### src/rtl/regfile_dbg_if.sv
// Debug dump stream: one register per beat, valid/ready handshake.
// The master holds idx/data stable while valid && !ready.
interface regfile_dbg_if #(
  parameter int WIDTH = 16,
  parameter int AW    = 3
);
  logic             dbg_valid;
  logic             dbg_ready;
  logic [AW-1:0]    dbg_idx;
  logic [WIDTH-1:0] dbg_data;

  modport master (output dbg_valid, output dbg_idx, output dbg_data, input dbg_ready);
  modport slave  (input dbg_valid, input dbg_idx, input dbg_data, output dbg_ready);
endinterface

### src/rtl/regfile_dbg.sv
// Register file (1-cycle write, combinational reads, optional bypass) with a debug dump engine.
// Dump streams NREGS beats back-to-back under ready; beats stall in place while ready is low.
module regfile_dbg #(
  parameter int WIDTH  = 16,
  parameter int AW     = 3,
  parameter int NRD    = 2,
  parameter int BYPASS = 0
) (
  input  logic                 clk,
  input  logic                 reset,
  input  logic                 write,
  input  logic [AW-1:0]        writenum,
  input  logic [WIDTH-1:0]     data_in,
  input  logic [NRD*AW-1:0]    readnum,
  output logic [NRD*WIDTH-1:0] data_out,
  input  logic                 dbg_start,
  regfile_dbg_if.master        dbg,
  output logic                 dbg_busy,
  output logic                 dbg_done
);
  localparam int NREGS = 1 << AW;

  typedef enum logic [1:0] {IDLE, SEND, DONE} state_t;

  state_t           state_q, state_d;
  logic [WIDTH-1:0] regs_q [NREGS];
  logic [WIDTH-1:0] regs_d [NREGS];
  logic [AW-1:0]    idx_q, idx_d;
  logic [WIDTH-1:0] data_q, data_d;
  logic             last_beat;

  // regs_d[i] is the value R[i] holds after this edge, which is exactly what a captured beat must show
  always_comb begin
    regs_d = regs_q;
    if (write) regs_d[writenum] = data_in;
  end

  always_ff @(posedge clk or negedge reset) begin
    if (!reset) begin
      for (int i = 0; i < NREGS; i++) regs_q[i] <= '0;
    end else begin
      regs_q <= regs_d;
    end
  end

  for (genvar k = 0; k < NRD; k++) begin : g_rd
    logic [AW-1:0] rd_idx;
    assign rd_idx = readnum[k*AW +: AW];
    assign data_out[k*WIDTH +: WIDTH] =
      ((BYPASS != 0) && write && (writenum == rd_idx)) ? data_in : regs_q[rd_idx];
  end

  assign last_beat = (idx_q == AW'(NREGS - 1));

  always_ff @(posedge clk or negedge reset) begin
    if (!reset) begin
      state_q <= IDLE;
      idx_q   <= '0;
      data_q  <= '0;
    end else begin
      state_q <= state_d;
      idx_q   <= idx_d;
      data_q  <= data_d;
    end
  end

  always_comb begin
    state_d = state_q;
    idx_d   = idx_q;
    data_d  = data_q;
    case (state_q)
      IDLE: begin
        if (dbg_start) begin
          state_d = SEND;
          idx_d   = '0;
          data_d  = regs_d[0];
        end
      end
      SEND: begin
        if (dbg.dbg_ready) begin
          if (last_beat) begin
            state_d = DONE;
          end else begin
            idx_d  = idx_q + AW'(1);
            data_d = regs_d[idx_q + AW'(1)];
          end
        end
      end
      DONE:    state_d = IDLE;
      default: state_d = IDLE;
    endcase
  end

  always_comb begin
    dbg.dbg_valid = (state_q == SEND);
    dbg.dbg_idx   = idx_q;
    dbg.dbg_data  = data_q;
    dbg_busy      = (state_q == SEND) || (state_q == DONE);
    dbg_done      = (state_q == DONE);
  end
endmodule
### src/flat_wrapper.sv
// flat-port wrapper written by rule: the top's interface ports become plain ports
module regfile_dbg_flat 
#(
  parameter int WIDTH  = 16,
  parameter int AW     = 3,
  parameter int NRD    = 2,
  parameter int BYPASS = 0
)
  (clk, reset, write, writenum, data_in, readnum, data_out, dbg_start, dbg_busy, dbg_done, dbg_dbg_valid, dbg_dbg_idx, dbg_dbg_data, dbg_dbg_ready);
  regfile_dbg_if #(.WIDTH(WIDTH), .AW(AW)) dbg_i ();
  input  logic clk;
  input  logic reset;
  input  logic write;
  input  logic [AW-1:0] writenum;
  input  logic [WIDTH-1:0] data_in;
  input  logic [NRD*AW-1:0] readnum;
  output logic [NRD*WIDTH-1:0] data_out;
  input  logic dbg_start;
  output logic dbg_busy;
  output logic dbg_done;
  output wire logic [$bits(dbg_i.dbg_valid)-1:0] dbg_dbg_valid;
  output wire logic [$bits(dbg_i.dbg_idx)-1:0] dbg_dbg_idx;
  output wire logic [$bits(dbg_i.dbg_data)-1:0] dbg_dbg_data;
  input wire logic [$bits(dbg_i.dbg_ready)-1:0] dbg_dbg_ready;
  assign dbg_dbg_valid = dbg_i.dbg_valid;
  assign dbg_dbg_idx = dbg_i.dbg_idx;
  assign dbg_dbg_data = dbg_i.dbg_data;
  assign dbg_i.dbg_ready = dbg_dbg_ready;
  regfile_dbg #(.WIDTH(WIDTH), .AW(AW), .NRD(NRD), .BYPASS(BYPASS)) u_core (.clk(clk), .reset(reset), .write(write), .writenum(writenum), .data_in(data_in), .readnum(readnum), .data_out(data_out), .dbg_start(dbg_start), .dbg(dbg_i), .dbg_busy(dbg_busy), .dbg_done(dbg_done));
endmodule
### config.mk
export PLATFORM = sky130hd
export DESIGN_NAME = regfile_dbg_flat
export DESIGN_NICKNAME = d
export VERILOG_FILES = /design/src/rtl/regfile_dbg_if.sv /design/src/rtl/regfile_dbg.sv /design/src/flat_wrapper.sv
export SDC_FILE = /design/constraint.sdc
export NUM_CORES = 1
export LEC_CHECK = 0
export BUFFER_PORTS_ARGS = -buffer_cell sky130_fd_sc_hd__buf_2
export CAP_MARGIN = 0
export CELL_PAD_IN_SITES_DETAIL_PLACEMENT = 0
export CELL_PAD_IN_SITES_GLOBAL_PLACEMENT = 1
export CORE_MARGIN = 4
export CORE_UTILIZATION = 45
export DETAILED_ROUTE_END_ITERATION = 10
export PLACE_DENSITY = 0.82
export SLEW_MARGIN = 30
export SYNTH_ARGS = -nofsm -noshare
export SYNTH_HDL_FRONTEND = slang
export SYNTH_SLANG_ARGS = --single-unit
### constraint.sdc
create_clock -name clk -period 2.5 [get_ports clk]
set_input_delay 0.125 -clock clk [delete_from_list [all_inputs] [get_ports clk]]
set_output_delay 0.125 -clock clk [all_outputs]
set_load 0.005 [all_outputs]
==> results of run 1 <==
report_power, final:
| part | switching [W] | total [W] | internal [W] |
|---|---|---|---|
| clock network | 0.00102 | 0.00272 | 0.00170 |
| registers | 0.000680 | 0.00373 | 0.00305 |
| logic | 0.00227 | 0.00454 | 0.00228 |
| total | 0.00397 | 0.0110 | 0.00702 |
kinds of logic (layout without fill, tap and decap cells):
logic type / Yosys count / in the layout / synth area share [%]
xor+xnor: 1 / 1 / 0.0926
fa+ha+maj: 6 / 6 / 0.793
mux: 226 / 226 / 34.5
simple gates: 108 / 108 / 6.78
compound gates: 171 / 171 / 13.5
flops: 149 / 149 / 39.4
buf+inv: 100 / 168 / 4.87
routing by layer:
metal  global-route usage, %  vias up  wire, µm
met1                    35.1     3878     12300
met5                       0        -        57
met4                    7.93       10       852
met3                    7.55       83      2840
li1                        -     3118         -
met2                    40.4      419     14200
cell usage in the layout (no fill, tap or decap), types with 2 or more instances in the layout:
cell	n
sky130_fd_sc_hd__clkbuf_16	17
sky130_fd_sc_hd__mux4_2	64
sky130_fd_sc_hd__clkinv_2	3
sky130_fd_sc_hd__inv_1	6
sky130_fd_sc_hd__a22o_1	3
sky130_fd_sc_hd__buf_2	82
sky130_fd_sc_hd__a41oi_1	16
sky130_fd_sc_hd__dfrtp_1	148
sky130_fd_sc_hd__and4bb_1	2
sky130_fd_sc_hd__o211ai_1	32
sky130_fd_sc_hd__nor2_1	37
sky130_fd_sc_hd__clkbuf_1	2
sky130_fd_sc_hd__nand3b_1	16
sky130_fd_sc_hd__o22ai_1	16
sky130_fd_sc_hd__a22oi_1	16
sky130_fd_sc_hd__buf_12	10
sky130_fd_sc_hd__mux2_1	4
sky130_fd_sc_hd__bufinv_16	3
sky130_fd_sc_hd__nand2b_1	17
sky130_fd_sc_hd__nand3_1	18
sky130_fd_sc_hd__clkinvlp_4	2
sky130_fd_sc_hd__o32a_1	16
sky130_fd_sc_hd__nand4b_1	3
sky130_fd_sc_hd__a21oi_1	34
sky130_fd_sc_hd__mux2_2	158
sky130_fd_sc_hd__buf_4	36
sky130_fd_sc_hd__a32o_1	16
sky130_fd_sc_hd__o31ai_1	16
sky130_fd_sc_hd__ha_1	6
sky130_fd_sc_hd__nor2b_1	5
sky130_fd_sc_hd__clkbuf_8	5
state kept, by name (all words and copies together), names as in the netlist:
register	flops
u_core.state_q	2
u_core.dbg.dbg_idx	3
u_core.dbg.dbg_data	16
u_core.regs_q	128
layout make-up:
| cell class | count | area, µm² |
|---|---|---|
| timing repair buffer | 130 | 902 |
| fill | 1795 | 9530 |
| inverter | 6 | 22.5 |
| clock inverter | 8 | 120 |
| tap | 270 | 338 |
| multi-input combinational | 512 | 5290 |
| sequential | 149 | 3730 |
| clock buffer | 24 | 502 |
through the flow:
| step | utilization, % | cell area (µm²) |
|---|---|---|
| floorplan | - | 9460 |
| global placement | 50.3 | 10300 |
| detailed placement | 50.3 | 10300 |
| CTS | 53.4 | 10900 |
| global route | 53.4 | 10900 |
| finish | 53.4 | 10900 |
worst min-delay path, stage by stage:
cell                      delay [ns]
sky130_fd_sc_hd__buf_2          0.07
sky130_fd_sc_hd__nor2b_1        0.07
sky130_fd_sc_hd__nor2_1         0.09
sky130_fd_sc_hd__nor2_1         0.04
path summary, 6_finish.rpt:
| kind | cells past startpoint | start | slack, ns | end |
|---|---|---|---|---|
| max in group asynchronous | 3 | reset | 1.54 | u_core.regs_q[75]$_DFF_PN0_ |
| min in group asynchronous | 2 | reset | 0.27 | u_core.regs_q[3]$_DFF_PN0_ |
| worst max register to register | 5 | u_core.dbg.dbg_idx[0]$_DFFE_PN0P_ | 0.22 | u_core.dbg.dbg_data[7]$_DFFE_PN0P_ |
| worst min register to register | 1 | u_core.dbg.dbg_data[3]$_DFFE_PN0P_ | 0.53 | u_core.dbg.dbg_data[3]$_DFFE_PN0P_ |
| worst max-delay path | 5 | u_core.dbg.dbg_idx[0]$_DFFE_PN0P_ | 0.22 | u_core.dbg.dbg_data[7]$_DFFE_PN0P_ |
| worst min-delay path | 4 | dbg_start | 0.003 | u_core.state_q[1]$_DFFE_PN0P_ |
timing repair:
| item | CTS | global route |
|---|---|---|
| setup endpoints to repair | 0 | 0 |
| hold buffers | 1 | 0 |
| endpoints found under the hold margin | 64 | 0 |
==> impl_summary.log, run 1 <==
[metrics] # Max-Cap Violations: 0
[metrics] required time of the worst setup path: between 2 and 3 ns
[metrics] register bit count reported by yosys: between 100 and 150
[metrics] source-to-sink clock delay at the later pin of the worst-skew pair: about 0.43 ns
[metrics] TritonCTS clock tree: built
[metrics] Iteration-0 DRC Markers: 863
[metrics] floorplan die height: approximately 150 µm
[metrics] Crit. End Element: flip-flop
[metrics] share of the synthesized area in the top cell type: 39.4%
[metrics] proportion of register bits with asynchronous set or reset after synthesis: 100%
[metrics] number of buffers created by CTS: 17
[metrics] summed instance area of the synthesized netlist: around 9500 µm²
[metrics] final period demand of the worst path: between 2 and 2.5 ns
[metrics] Avg Inst Size Synth: 12.4 µm²
[metrics] number of cell rows: 52
[metrics] Synth top cells by count: sky130_fd_sc_hd__mux2_2, sky130_fd_sc_hd__dfrtp_1, sky130_fd_sc_hd__mux4_2, sky130_fd_sc_hd__clkbuf_1, sky130_fd_sc_hd__nor2_1
[metrics] number of remaining DRC errors: 0
[metrics] f_max: about 0.44 GHz
[metrics] final number of hold-violating endpoints: 0
[metrics] arrival time of data at the critical path endpoint: around 2.6 ns
[metrics] via count of the first global-routing pass: 7514
[metrics] floorplan die width: 153 µm
[metrics] overall die area: approximately 23000 µm²
[metrics] PnR worst setup slack: approximately 0.22 ns
[metrics] type of the worst setup path: reg2reg
[metrics] WP buf/inv: 1
[metrics] dpl ws: 0.293 ns
[metrics] worst path cell trace: buf_4 > or2_1 > o22ai_1 > o31ai_1 > o32a_1
[metrics] post-synthesis cell count: approximately 760
[metrics] estimated wirelength of the detail-placed design: 19300 µm
[metrics] wire length of the first global-routing pass: between 40000 and 50000 µm
[metrics] net count of the mapped netlist: 797
[metrics] run status: finished clean
[metrics] gp weighted congestion: a little over 0.8
[metrics] Wirelength per Cell: 27.5 µm
[metrics] nets@finish: 852
[metrics] number of antenna violations at the first check in global routing: 5
[metrics] via density per instance: 6.83
[metrics] unrepaired setup endpoints after global routing: false
[metrics] transition time of the tightest slew-check pin: roughly 0.86 ns
[metrics] Crit-path slowest cell: sky130_fd_sc_hd__or2_1
[metrics] register area share after synthesis: approximately 39%
[metrics] yosys synthesis warning count: 0
[metrics] clock-pin slew of the registers on the worst-case setup and hold paths: about 0.060 ns
[metrics] fraction of the cycle the final worst path needs: between 90% and 100%
[metrics] power density normalized to cell area: 1010 nW/µm²
[metrics] Max stage delay on crit path: around 0.73 ns
[metrics] Crit Path Max Fanout: 34
[metrics] number of buffers on the longest clock path: 2
[metrics] GRT Residual Overflow: 0
[metrics] H-tree level count: 4
[metrics] input/output buffers: 83
[metrics] unique cell type count in the Yosys netlist: 43
[metrics] post-CTS setup repair buffer count: 0
[metrics] largest net degree at the start of global routing: between 60 and 70
[metrics] # clock sinks: around 150
[metrics] number of placed instances with taps included: 1066
[metrics] Sum Neg Setup Slack: 0 ns
[metrics] DRT antenna net count: 0
[metrics] overall power consumption: 0.0110 W
[metrics] Static Leak: between 4 and 5 nW
[metrics] slew margin rel.: between 40 and 50%
[metrics] most frequently used flop master after synthesis: sky130_fd_sc_hd__dfrtp_1
[metrics] Post-synth EDFFs: 0
[metrics] Placeable Area: 20400 µm²
[metrics] count of final max-slew check failures: 0
[metrics] post-synthesis cell type with the largest combined area: sky130_fd_sc_hd__dfrtp_1
[metrics] most area-consuming cells after synthesis: sky130_fd_sc_hd__dfrtp_1, sky130_fd_sc_hd__mux2_2, sky130_fd_sc_hd__mux4_2
[metrics] worst hold slack across all endpoints: roughly 0.0032 ns
[metrics] count of endpoints failing setup in the final report: 0
[metrics] Area Growth Syn to Fin: 15.2%
[metrics] fraction of final layout cells sized beyond drive strength 1: 46.8%
[metrics] antenna cell count: 0
[metrics] I/O Pins: between 80 and 90
[metrics] total via count in the routed design: 7508
[metrics] kind of start point of the critical path: flip-flop
[metrics] class of the tightest hold or removal check: in2reg
[metrics] Gates resized, CTS repair: 0
[metrics] most instantiated library cell after synthesis: sky130_fd_sc_hd__mux2_2
[metrics] GRT Util Overall: 25.8%
[metrics] 1st-pass router iterations: 6
[metrics] initial cell density of the core: ~46%
[metrics] CP delay by family, top: simple AND/OR/NAND/NOR gates
[metrics] Final Skew: 0.00547 ns
[metrics] routed wire length: about 30000 µm
[metrics] number of standard cells in the final layout excluding fillers: approximately 1100
[metrics] cell at the root of the clock tree: sky130_fd_sc_hd__clkbuf_16
[metrics] worst-case vdd ir drop: roughly 750 µV
(Power assumes the default switching activity.)
==> run 2, diff against run 1 <==
- REMOVE_ABC_BUFFERS: default -> 1
==> run 2 against run 1 <==
Register-to-register slack improved by 0.03 ns. Sequential cell count unchanged. Setup slack improved by 0.028 ns. Maximum frequency up 1.2%. Power fell by 1.7%. Cell count rose by 0.64%. Via count shrank 0.43%. Clock skew is 0.0022 ns higher. Die area is the same. First-iteration DRC count grew 9.2%. Sequential power about the same. Clock power is 5% lower.
==> impl_summary.log, run 2 (same netlist as run 1, synthesis figures left out) <==
[metrics] run status: finished clean
[metrics] transition time of the tightest slew-check pin: 1.02 ns
[metrics] floorplan die height: ~150 µm
[metrics] f_max: 0.445 GHz
[metrics] most common cell after layout, fill and taps aside: sky130_fd_sc_hd__mux2_2
[metrics] arrival time of data at the critical path endpoint: 2.62 ns
[metrics] largest net degree at the start of global routing: 66
[metrics] GRT Residual Overflow: 0
[metrics] Crit Path Max Fanout: 17
[metrics] TritonCTS clock tree: built
[metrics] overall die area: 23400 µm²
[metrics] final period demand of the worst path: about 2.2 ns
[metrics] top register by number of flip-flops: u_core.regs_q
[metrics] Final Util: 53.4%
[metrics] dpl ws: 0.305 ns
[metrics] fraction of the cycle the final worst path needs: between 80% and 90%
[metrics] routed wire length: just under 30000 µm
[metrics] total via count in the routed design: between 7000 and 8000
[metrics] Placeable Area: approximately 20000 µm²
[metrics] gp weighted congestion: roughly 0.85
[metrics] clock-pin slew of the registers on the worst-case setup and hold paths: ~0.060 ns
[metrics] power density normalized to cell area: around 990 nW/µm²
[metrics] CP delay by family, top: simple AND/OR/NAND/NOR gates
[metrics] most frequent CP cell: sky130_fd_sc_hd__buf_4
[metrics] wire length of the first global-routing pass: approximately 46000 µm
[metrics] initial cell density of the core: a little under half
[metrics] source-to-sink clock delay at the later pin of the worst-skew pair: around 0.43 ns
[metrics] Crit-path slowest cell: sky130_fd_sc_hd__nor2b_1
[metrics] number of cell rows: 52
[metrics] type of the worst setup path: reg2reg
[metrics] via count of the first global-routing pass: roughly 7600
[metrics] estimated wirelength of the detail-placed design: 18600 µm
[metrics] Static Leak: approximately 4.4 nW
[metrics] number of antenna violations at the first check in global routing: 1
[metrics] worst path cell trace: buf_4 > nor2b_1 > buf_4 > a22oi_1 > a21oi_1 > o32a_1
[metrics] flip-flop count of the largest register, all copies and words added: around 130
[metrics] slew margin rel.: approximately 32%
[metrics] unrepaired setup endpoints after global routing: false
[metrics] number of buffers created by CTS: 17
[metrics] via density per instance: 6.76
[metrics] class of the tightest hold or removal check: in2reg
[metrics] Wirelength per Cell: 26.9 µm
[metrics] # Max-Cap Violations: 0
[metrics] count of endpoints failing setup in the final report: 0
[metrics] count of final max-slew check failures: 0
[metrics] input/output buffers: 83
[metrics] fraction of final layout cells sized beyond drive strength 1: between 40% and 50%
[metrics] Max stage delay on crit path: roughly 0.77 ns
[metrics] Crit. End Element: flip-flop
[metrics] cell at the root of the clock tree: sky130_fd_sc_hd__clkbuf_16
[metrics] floorplan die width: approximately 150 µm
[metrics] worst-case vdd ir drop: 587 µV
[metrics] required time of the worst setup path: 2.87 ns
[metrics] DRT antenna net count: 0
[metrics] I/O Pins: 84
[metrics] H-tree level count: 4
[metrics] Final Skew: about 0.0077 ns
[metrics] nets@finish: around 860
[metrics] GRT Util Overall: between 20 and 30%
[metrics] most frequent cells in the layout: sky130_fd_sc_hd__mux2_2, sky130_fd_sc_hd__dfrtp_1, sky130_fd_sc_hd__buf_2, sky130_fd_sc_hd__mux4_2, sky130_fd_sc_hd__buf_4
[metrics] Iteration-0 DRC Markers: 942
[metrics] PnR worst setup slack: around 0.25 ns
[metrics] WP buf/inv: 2
[metrics] overall power consumption: around 0.011 W
[metrics] kind of start point of the critical path: flip-flop
[metrics] Gates resized, CTS repair: 0
[metrics] number of remaining DRC errors: 0
[metrics] Area Growth Syn to Fin: 15.2%
[metrics] final number of hold-violating endpoints: 0
[metrics] number of buffers on the longest clock path: 2
[metrics] 1st-pass router iterations: 5
[metrics] # clock sinks: about 150
-- run 2: changes by cell type in the layout (fill, tap and decap cells not counted), sizes merged --
cell,delta
clkinv,+2
diode,+1
buf,+6
bufinv,-1
clkbuf,-4
clkinvlp,+2
inv,+1
-- run 2: power breakdown --
group / total [W] / internal [W] / switching [W]
combinational: 0.00452 / 0.00226 / 0.00226
clock: 0.00259 / 0.00154 / 0.00104
sequential: 0.00370 / 0.00305 / 0.000649
total: 0.0108 / 0.00686 / 0.00395
-- run 2: worst paths after layout --
kind	from	end	slack [ns]	depth (start not counted)
setup / recovery	u_core.dbg.dbg_idx[0]$_DFFE_PN0P_	u_core.dbg.dbg_data[8]$_DFFE_PN0P_	0.25	6
hold / removal	dbg_start	u_core.state_q[1]$_DFFE_PN0P_	0.01	4
min in group asynchronous	reset	u_core.regs_q[65]$_DFF_PN0_	0.26	2
hold reg to reg	u_core.dbg.dbg_data[1]$_DFFE_PN0P_	u_core.dbg.dbg_data[1]$_DFFE_PN0P_	0.53	1
max in group asynchronous	reset	u_core.regs_q[100]$_DFF_PN0_	1.54	3
setup reg to reg	u_core.dbg.dbg_idx[0]$_DFFE_PN0P_	u_core.dbg.dbg_data[8]$_DFFE_PN0P_	0.25	6
-- run 2: worst register-to-register path: cells and delay by family, from the launching register on --
kind | cells | cell delay (ns)
compound gates | 3 | 0.47
buf+inv | 2 | 0.56
simple gates | 1 | 0.77
flops | 1 | 0.39
-- run 2: what timing repair did --
action | in CTS | in global routing
endpoints found under the setup margin | 0 | 0
hold buffers | 1 | 0
buffers inserted | 0 | 0
endpoints found under the hold margin | 62 | 0
-- run 2: through the flow --
step	cell area [µm²]	setup TNS, ns	hold slack (ns)	cells
5_1_grt	10900	0	0.0542	1105
3_5_place_dp	10300	0	0.175	1072
3_3_place_gp	10300	0	0.178	1072
4_1_cts	10900	0	0.00450	1105
2_1_floorplan	9020	-25.35	-0.171	667
6_report	10900	0	0.0119	1106
-- run 2: routing by layer --
metal	vias to the layer above	part of all wire [%]	track usage, %
met5	-	0	0
met4	0	2.7	8.40
met3	66	9.9	5.74
met2	458	47	39.3
met1	3816	41	35.5
li1	3136	-	-
-- run 2: cell type report --
| type | instances | area [µm²] |
|---|---|---|
| Antenna cell | 1 | 2.50 |
| Clock buffer | 20 | 467 |
| Clock inverter | 12 | 128 |
| Fill cell | 1790 | 9530 |
| Inverter | 6 | 22.5 |
| Multi-Input combinational cell | 512 | 5290 |
| Sequential cell | 149 | 3730 |
| Tap cell | 270 | 338 |
| Timing Repair Buffer | 136 | 922 |
